**config.mk**
```make
export PLATFORM = sky130hd
export DESIGN_NAME = rc_settle_monitor
export DESIGN_NICKNAME = d
export VERILOG_FILES = /design/src/rtl/rc_settle_monitor.sv
export SDC_FILE = /design/constraint.sdc
export NUM_CORES = 1
export LEC_CHECK = 0
export CAP_MARGIN = 20
export CORE_MARGIN = 10
export CORE_UTILIZATION = 38
export DETAILED_ROUTE_END_ITERATION = 10
export PLACE_DENSITY_LB_ADDON = 0.2
export SYNTH_ARGS = -nofsm -noshare
export SYNTH_HDL_FRONTEND = slang
export SYNTH_SLANG_ARGS = --single-unit
```
**constraint.sdc**
```tcl
create_clock -name i_clk -period 7.86 [get_ports i_clk]
set_input_delay 1.572 -clock i_clk [delete_from_list [all_inputs] [get_ports i_clk]]
set_output_delay 1.572 -clock i_clk [all_outputs]
set_load 0.01 [all_outputs]
```
**src/rtl/rc_settle_monitor.sv**
```systemverilog
// Step-response monitor: on every change of i_v_in, times how long i_v_out takes
// to sit inside +/-TOL of the new level for HOLD samples; flags timeout and overshoot.
//   state     | meaning
//   S_IDLE    | after reset or timeout, waiting for a step
//   S_TRACK   | step seen, counting cycles until settled or timed out
//   S_SETTLED | settle time reported, waiting for the next step
module rc_settle_monitor #(
  parameter int WIDTH   = 8,
  parameter int TOL     = 2,
  parameter int HOLD    = 4,
  parameter int CNT_W   = 8,
  parameter int TIMEOUT = 200
) (
  input  logic             i_clk,
  input  logic             i_rst_n,
  input  logic [WIDTH-1:0] i_v_in,
  input  logic [WIDTH-1:0] i_v_out,
  output logic             o_busy,
  output logic             o_settle_valid,
  output logic [CNT_W-1:0] o_settle_time,
  output logic             o_timeout,
  output logic             o_overshoot
);

  typedef enum logic [1:0] {
    S_IDLE    = 2'd0,
    S_TRACK   = 2'd1,
    S_SETTLED = 2'd2
  } state_t;

  localparam logic [WIDTH:0]   L_TOL     = (WIDTH+1)'(TOL);
  localparam logic [CNT_W-1:0] L_HOLD    = CNT_W'(HOLD);
  localparam logic [CNT_W-1:0] L_TIMEOUT = CNT_W'(TIMEOUT);
  localparam logic [CNT_W-1:0] L_ONE     = CNT_W'(1);
  localparam logic [CNT_W-1:0] L_ZERO    = '0;

  state_t           r_state, w_state_nxt;
  logic [WIDTH-1:0] r_v_in_q;
  logic [WIDTH-1:0] r_target, w_target_nxt;
  logic             r_dir, w_dir_nxt;
  logic [CNT_W-1:0] r_cnt, w_cnt_nxt;
  logic [CNT_W-1:0] r_run, w_run_nxt;
  logic [CNT_W-1:0] r_first_in, w_first_in_nxt;
  logic [CNT_W-1:0] r_settle_time, w_settle_time_nxt;
  logic             r_settle_valid, w_settle_valid_nxt;
  logic             r_timeout, w_timeout_nxt;
  logic             r_overshoot, w_overshoot_nxt;

  logic             w_step;
  logic [WIDTH:0]   w_v_out_x, w_target_x, w_err;
  logic             w_in_band, w_over_hi, w_over_lo;
  logic [CNT_W-1:0] w_run_inc;
  logic             w_hold_hit;

  // One extra bit keeps target+TOL and v_out+TOL from wrapping near full scale.
  assign w_step     = (i_v_in != r_v_in_q);
  assign w_v_out_x  = {1'b0, i_v_out};
  assign w_target_x = {1'b0, r_target};
  assign w_err      = (w_v_out_x >= w_target_x) ? (w_v_out_x - w_target_x)
                                                : (w_target_x - w_v_out_x);
  assign w_in_band  = (w_err <= L_TOL);
  assign w_over_hi  = (w_v_out_x > (w_target_x + L_TOL));
  assign w_over_lo  = ((w_v_out_x + L_TOL) < w_target_x);
  assign w_run_inc  = r_run + L_ONE;
  assign w_hold_hit = w_in_band && (w_run_inc == L_HOLD);

  always_comb begin
    w_state_nxt        = r_state;
    w_target_nxt       = r_target;
    w_dir_nxt          = r_dir;
    w_cnt_nxt          = r_cnt;
    w_run_nxt          = r_run;
    w_first_in_nxt     = r_first_in;
    w_settle_time_nxt  = r_settle_time;
    w_settle_valid_nxt = 1'b0;
    w_timeout_nxt      = 1'b0;
    w_overshoot_nxt    = r_overshoot;

    if (w_step) begin
      w_target_nxt    = i_v_in;
      w_dir_nxt       = (i_v_in > r_v_in_q);
      w_cnt_nxt       = L_ONE;
      w_run_nxt       = L_ZERO;
      w_overshoot_nxt = 1'b0;
      w_state_nxt     = S_TRACK;
    end else begin
      unique case (r_state)
        S_TRACK: begin
          w_overshoot_nxt = r_overshoot | (r_dir ? w_over_hi : w_over_lo);
          if (w_in_band) begin
            w_run_nxt = w_run_inc;
            if (r_run == L_ZERO) w_first_in_nxt = r_cnt;
          end else begin
            w_run_nxt = L_ZERO;
          end

          if (w_hold_hit) begin
            w_settle_time_nxt  = (r_run == L_ZERO) ? r_cnt : r_first_in;
            w_settle_valid_nxt = 1'b1;
            w_state_nxt        = S_SETTLED;
          end else if (r_cnt == L_TIMEOUT) begin
            w_timeout_nxt = 1'b1;
            w_state_nxt   = S_IDLE;
          end else begin
            w_cnt_nxt = r_cnt + L_ONE;
          end
        end
        S_IDLE, S_SETTLED: begin
        end
        default: w_state_nxt = S_IDLE;
      endcase
    end
  end

  always_ff @(posedge i_clk or negedge i_rst_n) begin
    if (!i_rst_n) begin
      r_state        <= S_IDLE;
      r_v_in_q       <= '0;
      r_target       <= '0;
      r_dir          <= 1'b0;
      r_cnt          <= '0;
      r_run          <= '0;
      r_first_in     <= '0;
      r_settle_time  <= '0;
      r_settle_valid <= 1'b0;
      r_timeout      <= 1'b0;
      r_overshoot    <= 1'b0;
    end else begin
      r_state        <= w_state_nxt;
      r_v_in_q       <= i_v_in;
      r_target       <= w_target_nxt;
      r_dir          <= w_dir_nxt;
      r_cnt          <= w_cnt_nxt;
      r_run          <= w_run_nxt;
      r_first_in     <= w_first_in_nxt;
      r_settle_time  <= w_settle_time_nxt;
      r_settle_valid <= w_settle_valid_nxt;
      r_timeout      <= w_timeout_nxt;
      r_overshoot    <= w_overshoot_nxt;
    end
  end

  assign o_busy         = (r_state == S_TRACK);
  assign o_settle_valid = r_settle_valid;
  assign o_settle_time  = r_settle_time;
  assign o_timeout      = r_timeout;
  assign o_overshoot    = r_overshoot;

endmodule

```
==> flow_summary.yaml, run 1 <==
power_and_ir_drop:
  power_density_nw_per_um2: 138.1
  power.internal_w: 0.0004366
  vdd_drop_max_v: 0.0001037
  switching_share_pct: 28.70
  cellLeakagePower_nw: 2.000
  power_frac_clock_pct: 31.5
  power.share.combinational_pct: 21.6
  switching_power_w: 0.0001757
  power_frac_seq_pct: 46.9
route:
  wirelength_mm: 8.556
  drt_drc_violations_left: 0
  drt-wirelength-per-cell_microns: 15.12
  drt_pre_antenna_iters: 4
  antenna_violation_net_count_after_detailed_routing: 0
  dr.first_iter.drc_count: 141
  post_drt_via_cell_ratio: 5.290
  num_vias: 2994
global_route:
  grt-ovfl-total: 0
  first_global_vias: 3047
  pin_count_of_the_biggest_net_entering_global_routing: 55
  grt_antenna_before_repair: 0
  gr-usage-all-layers_pct: 12.02
  first_pass_grt_wire_length_mm: 14.88
worst_setup_path:
  r2r-end: "r_first_in[5]$_DFFE_PN0P_"
  worstSetupEndpointType: "flip-flop"
  worstPathMaxFanout: 8
  worst_ep_required_time_ns: 8.07
  register_to_register_setup_slack_ns: 4.18
  rr_worst_depth: 9
  worst_setup_path_start_kind: "input pin"
  arrival_ns: 5.23
  critical_path.reg2reg.startpoint: "r_target[1]$_DFFE_PN0N_"
  path_class: "in -> reg"
placement:
  place_inst: 558
  pre_cts_ws_ns: 2.476
  last_weighted_congestion_value_of_the_routability_driven_placer: 0.8968
  hpwlAfterDp_mm: 6.701
  placement.io_buffers: 29
sta:
  hold_violations: 0
  relative_slew_slack_pct: 54.84
  setup_total_negative_slack_ns: 0
  post-route-min-period_ns: 5.016
  grt_setup_unrepaired: "false"
  finalSetupViolCount: 0
  max_slew_violations: 0
  fin_crit_sh_pct: 63.82
  clock.fmax_mhz: 199.3
  finClkSkew_ns: 0.01319
  finalWorstSetupSlack_ns: 2.844
  worstMarginPinSlew_ns: 0.6774
yosys:
  netlist-cell-type-count: 65
  post_synth_top_area_share_pct: 34.29
  ys_top_cells_by_count: "sky130_fd_sc_hd__dfrtp_1, sky130_fd_sc_hd__ha_1, sky130_fd_sc_hd__inv_1"
  synth_seq_area_share_pct: 34.29
  synthesis.yosys.warnings: 0
  synth-seq-cells: 54
  syn-num-nets: 469
  simple_gate_share_of_the_synthesized_area_pct: 16.25
  synthMuxAreaShare_pct: 7.048
  synth-edff-count: 0
  synth_ff_type: "sky130_fd_sc_hd__dfrtp_1"
  synth_xor_xnor_area_share_pct: 4.000
  synth-async-reset-ratio_pct: 100.0
  largest_cells_by_area_after_synthesis: "sky130_fd_sc_hd__dfrtp_1, sky130_fd_sc_hd__ha_1, sky130_fd_sc_hd__mux2_2"
  combinational_family_with_the_most_area_after_synthesis: "compound AO/OA/AOI/OAI gates"
  netlist_area_sq_um: 3941
  synth_top_cell_by_area: "sky130_fd_sc_hd__dfrtp_1"
  post_synth.cell_area_avg_sq_um: 9.756
  synth_fa_ha_area_share_pct: 15.30
  syn_inst: 404
  synthMostInstantiatedCell: "sky130_fd_sc_hd__dfrtp_1"
  area_fraction_in_compound_gates_after_synthesis_pct: 17.52
clock_network:
  clock_tree.buffer_depth: 2
  hold_fix_buffers_cts: 0
  cts.root.buffer_cell: "sky130_fd_sc_hd__clkbuf_8"
  ctsResizeCount: 0
  cts_tree: "built"
  clkTransAtPathRegs_ns: 0.10
  clock_tree.htree_level_count: 2
  number_of_setup_buffers_added_after_cts: 0
  numCtsBuffers: 5
  clk_latency_ns: 0.32
  tritoncts_num_sinks: 54
floorplanning:
  floorplan.rows: 37
  effective_utilization_at_floorplan_pct: 38.52
  fp.dieW_microns: 121.8
  chipHeight_microns: 121.8
  die-area_sq_um: 14850
  core_area_sq_um: 10230
  io_pins: 30
layout:
  antenna_cells: 0
  final_cell_count_no_fill: 566
  finalNetCount: 494
  final_layout_size_suffix_gt1_share_pct: 10.23
  area.growth.synth_to_final_pct: 12.54
run_status:
  run_status: "finished clean"
run:
  total_of_max_cap_violations: 0
min_path:
  hold-path-endpoint: "o_settle_time[2]$_DFFE_PN0P_"
  worstHoldPathType: "reg -> reg"
  worst_hold_path.num_cells: 1
  hold_path.startpoint: "o_settle_time[2]$_DFFE_PN0P_"
## per-stage QoR
step	total power [W]	instance area [sq um]	hold slack, ns	util, %
2_1_floorplan	0.0003879	3941	0.4750	-
3_3_place_gp	0.0004234	4319	0.4851	42.22
3_5_place_dp	0.0004239	4319	0.4904	42.22
4_1_cts	0.0006219	4436	0.5202	43.35
5_1_grt	0.0006498	4436	0.5339	43.35
6_report	0.0006123	4436	0.5149	43.35
## worst max-delay path, stage by stage
cell and delay (ns):
sky130_fd_sc_hd__clkdlybuf4s50_1 0.60, sky130_fd_sc_hd__inv_1 0.16, sky130_fd_sc_hd__fa_1 0.49, sky130_fd_sc_hd__xor2_1 0.18
sky130_fd_sc_hd__a2111oi_0 0.39, sky130_fd_sc_hd__o41ai_1 0.20, sky130_fd_sc_hd__a2111oi_4 0.40, sky130_fd_sc_hd__nand4_4 0.19
sky130_fd_sc_hd__and2_4 0.24, sky130_fd_sc_hd__nor3_4 0.40, sky130_fd_sc_hd__mux2_2 0.39
## how the worst max path moves through the flow
stage,start,end,cells after the start
detailed placement,i_v_out[1],o_settle_time[4]$_DFFE_PN0P_,10
floorplan,i_v_out[0],r_first_in[0]$_DFFE_PN0P_,12
finish,i_v_out[1],r_first_in[5]$_DFFE_PN0P_,11
global placement,i_v_out[1],o_settle_time[1]$_DFFE_PN0P_,10
CTS,i_v_out[1],o_settle_time[1]$_DFFE_PN0P_,11
global route,i_v_out[1],o_settle_time[2]$_DFFE_PN0P_,11
## registers in the layout, indices dropped and copies added (netlist names)
signal,cells
o_settle_time,8
r_v_in_q,8
r_target,8
o_settle_valid,1
r_state,2
r_first_in,8
r_cnt,8
o_timeout,1
r_dir,1
r_run,8
o_overshoot,1
## power by group through the flow
stage               Sequential [W]  Combinational (W)  Clock, W
CTS                       0.000287           0.000132  0.000202
global route              0.000288           0.000149  0.000212
finish                    0.000287           0.000132  0.000193
global placement          0.000293           0.000131         0
detailed placement        0.000293           0.000131         0
floorplan                 0.000291          0.0000966         0
## layout make-up
cell class | count | area [sq um]
clock buffer | 5 | 68.82
clock inverter | 3 | 47.55
fill | 1002 | 5796
inverter | 36 | 135.1
multi-input combinational | 302 | 2370
sequential | 54 | 1351
tap | 136 | 170.2
timing repair buffer | 30 | 292.8
## cells in the final DEF, fill, tap and decap left out, types with 10 or more instances in the layout
master / instances
sky130_fd_sc_hd__o21a_1: 10
sky130_fd_sc_hd__o21ai_0: 25
sky130_fd_sc_hd__nor2_1: 22
sky130_fd_sc_hd__xnor2_1: 13
sky130_fd_sc_hd__ha_1: 45
sky130_fd_sc_hd__nand2_1: 27
sky130_fd_sc_hd__mux2_2: 22
sky130_fd_sc_hd__inv_1: 36
sky130_fd_sc_hd__nand3_1: 17
sky130_fd_sc_hd__dfrtp_1: 54
sky130_fd_sc_hd__a21oi_1: 18
sky130_fd_sc_hd__clkdlybuf4s50_1: 28
## metal layers
layer / share of wire (%) / GRT usage, % / wire length, microns
met5: 0 / 0 / 0
met4: 1.2 / 3.353 / 99
met3: 2.9 / 2.081 / 252
met2: 49 / 19.75 / 4169
met1: 47 / 15.85 / 4035
## logic make-up after synthesis
group           after synthesis
xor+xnor                     18
fa+ha+maj                    47
compound gates               96
simple gates                116
flops                        54
buf+inv                      48
mux                          25
No activity file was read; power rests on OpenSTA's default activity.
==> run 2: changes to the inputs <==
clock period = 4.4 ns   (was 7.86 ns; I/O delays follow)
==> run 2 against run 1 <==
- non-clock buffer count rose by 17
- register-to-register slack got worse by 3.3 ns
- clock skew rose by 0.0035 ns
- total power up 83%
- setup slack got worse by 2.5 ns
- flip-flop and latch count did not move
- core utilization grew 1.5 points
- die area is the same
- final cell count grew 3.0%
- global-route usage rose by 0.43 points
- first-iteration DRC count down 14%
- combinational power grew 87%
- critical path type unchanged
==> flow_summary.yaml, run 2 (synthesis gave the netlist of run 1 again) <==
run_status:
  run_status: "finished clean"
sta:
  worstMarginPinSlew_ns: 0.7191
  clock.fmax_mhz: 243.7
  finalSetupViolCount: 0
  grt_setup_unrepaired: "false"
  fin_crit_sh_pct: 93.26
  hold_violations: 0
  finalWorstSetupSlack_ns: 0.2965
  setup_total_negative_slack_ns: 0
  post-route-min-period_ns: 4.104
  max_slew_violations: 0
  finClkSkew_ns: 0.01665
  relative_slew_slack_pct: 51.43
route:
  wirelength_mm: 8.735
  met3_wirelength_microns: 225
  dr_wl_met2_mm: 4.217
  top_layer_used: "met4"
  drt_pre_antenna_iters: 4
  drt_drc_violations_left: 0
  dr.first_iter.drc_count: 121
  antenna_violation_net_count_after_detailed_routing: 0
  post_drt_via_cell_ratio: 5.225
  routedLengthMet1_mm: 4.170
  drt-wirelength-per-cell_microns: 14.98
  num_vias: 3046
clock_network:
  cts.root.buffer_cell: "sky130_fd_sc_hd__clkbuf_8"
  number_of_setup_buffers_added_after_cts: 0
  clock_tree.buffer_depth: 2
  hold_fix_buffers_cts: 0
  clkTransAtPathRegs_ns: 0.10
  clock_tree.htree_level_count: 2
  tritoncts_num_sinks: 54
  cts_tree: "built"
  clk_latency_ns: 0.32
  ctsResizeCount: 0
  numCtsBuffers: 5
power_and_ir_drop:
  power_density_nw_per_um2: 243.4
  fin_total_pwr_w: 0.001118
  cellLeakagePower_nw: 2.091
  vdd_drop_max_v: 0.0001559
worst_setup_path:
  worst_ep_required_time_ns: 4.63
  arrival_ns: 4.33
  worstPathMaxFanout: 13
  worstSetupEndpointType: "flip-flop"
  register_to_register_setup_slack_ns: 0.91
  timing.critical_path.slowest_cell_delay_ns: 0.67
  timing.critical_path.buf_inv: 3
  critical_path.slowest_cell: "sky130_fd_sc_hd__o41ai_1"
  worst_setup_path_start_kind: "input pin"
  crit_chain: "clkdlybuf4s50_1 > inv_1 > ha_1 > and3_1 > nand2_1 > o41ai_1 > a2111oi_4 > nand4_1 > nand3_1 > buf_4 > or4_1 > a21oi_1"
  critical-path-top-delay-family: "simple AND/OR/NAND/NOR gates"
  path_class: "in -> reg"
min_path:
  worstHoldPathType: "reg -> reg"
floorplanning:
  core_area_sq_um: 10230
  fp.dieW_microns: 121.8
  chipHeight_microns: 121.8
  io_pins: 30
  floorplan.rows: 37
  effective_utilization_at_floorplan_pct: 38.52
  die-area_sq_um: 14850
placement:
  hpwlAfterDp_mm: 6.911
  pre_cts_ws_ns: 0.05129
  last_weighted_congestion_value_of_the_routability_driven_placer: 0.8619
  place_inst: 575
  placement.io_buffers: 29
run:
  total_of_max_cap_violations: 0
layout:
  finalNetCount: 511
  final_layout_size_suffix_gt1_share_pct: 13.65
  layout.cells.most_common_list: "sky130_fd_sc_hd__dfrtp_1, sky130_fd_sc_hd__ha_1, sky130_fd_sc_hd__inv_1"
  antenna_cells: 0
  num-fill-cells: 982
  final_cell_count_no_fill: 583
  final_common_cell: "sky130_fd_sc_hd__dfrtp_1"
  area.growth.synth_to_final_pct: 16.54
global_route:
  first_global_vias: 3268
  first_pass_grt_wire_length_mm: 15.37
  grt_antenna_before_repair: 0
  gr-usage-all-layers_pct: 12.45
  pin_count_of_the_biggest_net_entering_global_routing: 55
  grt-ovfl-total: 0
-- run 2: cell types whose count changed in the layout (fill, tap and decap cells not counted), sizes merged --
cell | previous run | this run
buf | 2 | 19
inv | 38 | 37
clkbuf | 5 | 6
-- run 2: final cells by class --
type	instances	area [sq um]	share of cell area [%]
clock buffer	6	82.58	1.798
clock inverter	2	38.79	0.8445
inverter	36	135.1	2.942
multi-input combinational	302	2370	51.59
sequential	54	1351	29.42
tap	136	170.2	3.705
timing repair buffer	47	445.4	9.698
-- run 2: stage by stage --
stage / instance area (sq um) / hold slack, ns / utilization (%)
finish: 4593 / 0.5153 / 44.89
global route: 4593 / 0.5319 / 44.89
CTS: 4593 / 0.5190 / 44.89
detailed placement: 4472 / 0.4939 / 43.71
global placement: 4472 / 0.4850 / 43.71
floorplan: 3941 / 0.4750 / -
-- run 2: power by group --
part / switching [W] / internal (W)
registers: 0.00000827 / 0.000505
logic: 0.000136 / 0.000111
clock network: 0.000170 / 0.000187
-- run 2: final timing paths --
| check | startpoint | endpoint | cells past startpoint |
|---|---|---|---|
| worst min-delay path | r_first_in[6]$_DFFE_PN0P_ | r_first_in[6]$_DFFE_PN0P_ | 1 |
| worst min register to register | r_first_in[6]$_DFFE_PN0P_ | r_first_in[6]$_DFFE_PN0P_ | 1 |
| min in group asynchronous | i_rst_n | r_target[2]$_DFFE_PN0N_ | 2 |
| max in group asynchronous | i_rst_n | r_cnt[7]$_DFFE_PN0P_ | 2 |
| worst max-delay path | i_v_out[5] | r_cnt[7]$_DFFE_PN0P_ | 12 |
| worst max register to register | r_target[0]$_DFFE_PN0N_ | r_first_in[7]$_DFFE_PN0P_ | 13 |
-- run 2: per-layer routing --
layer,global-route usage [%],up-vias
met4,3.428,0
met1,16.18,1453
li1,-,1539
met3,1.989,10
met5,0,-
met2,20.90,44
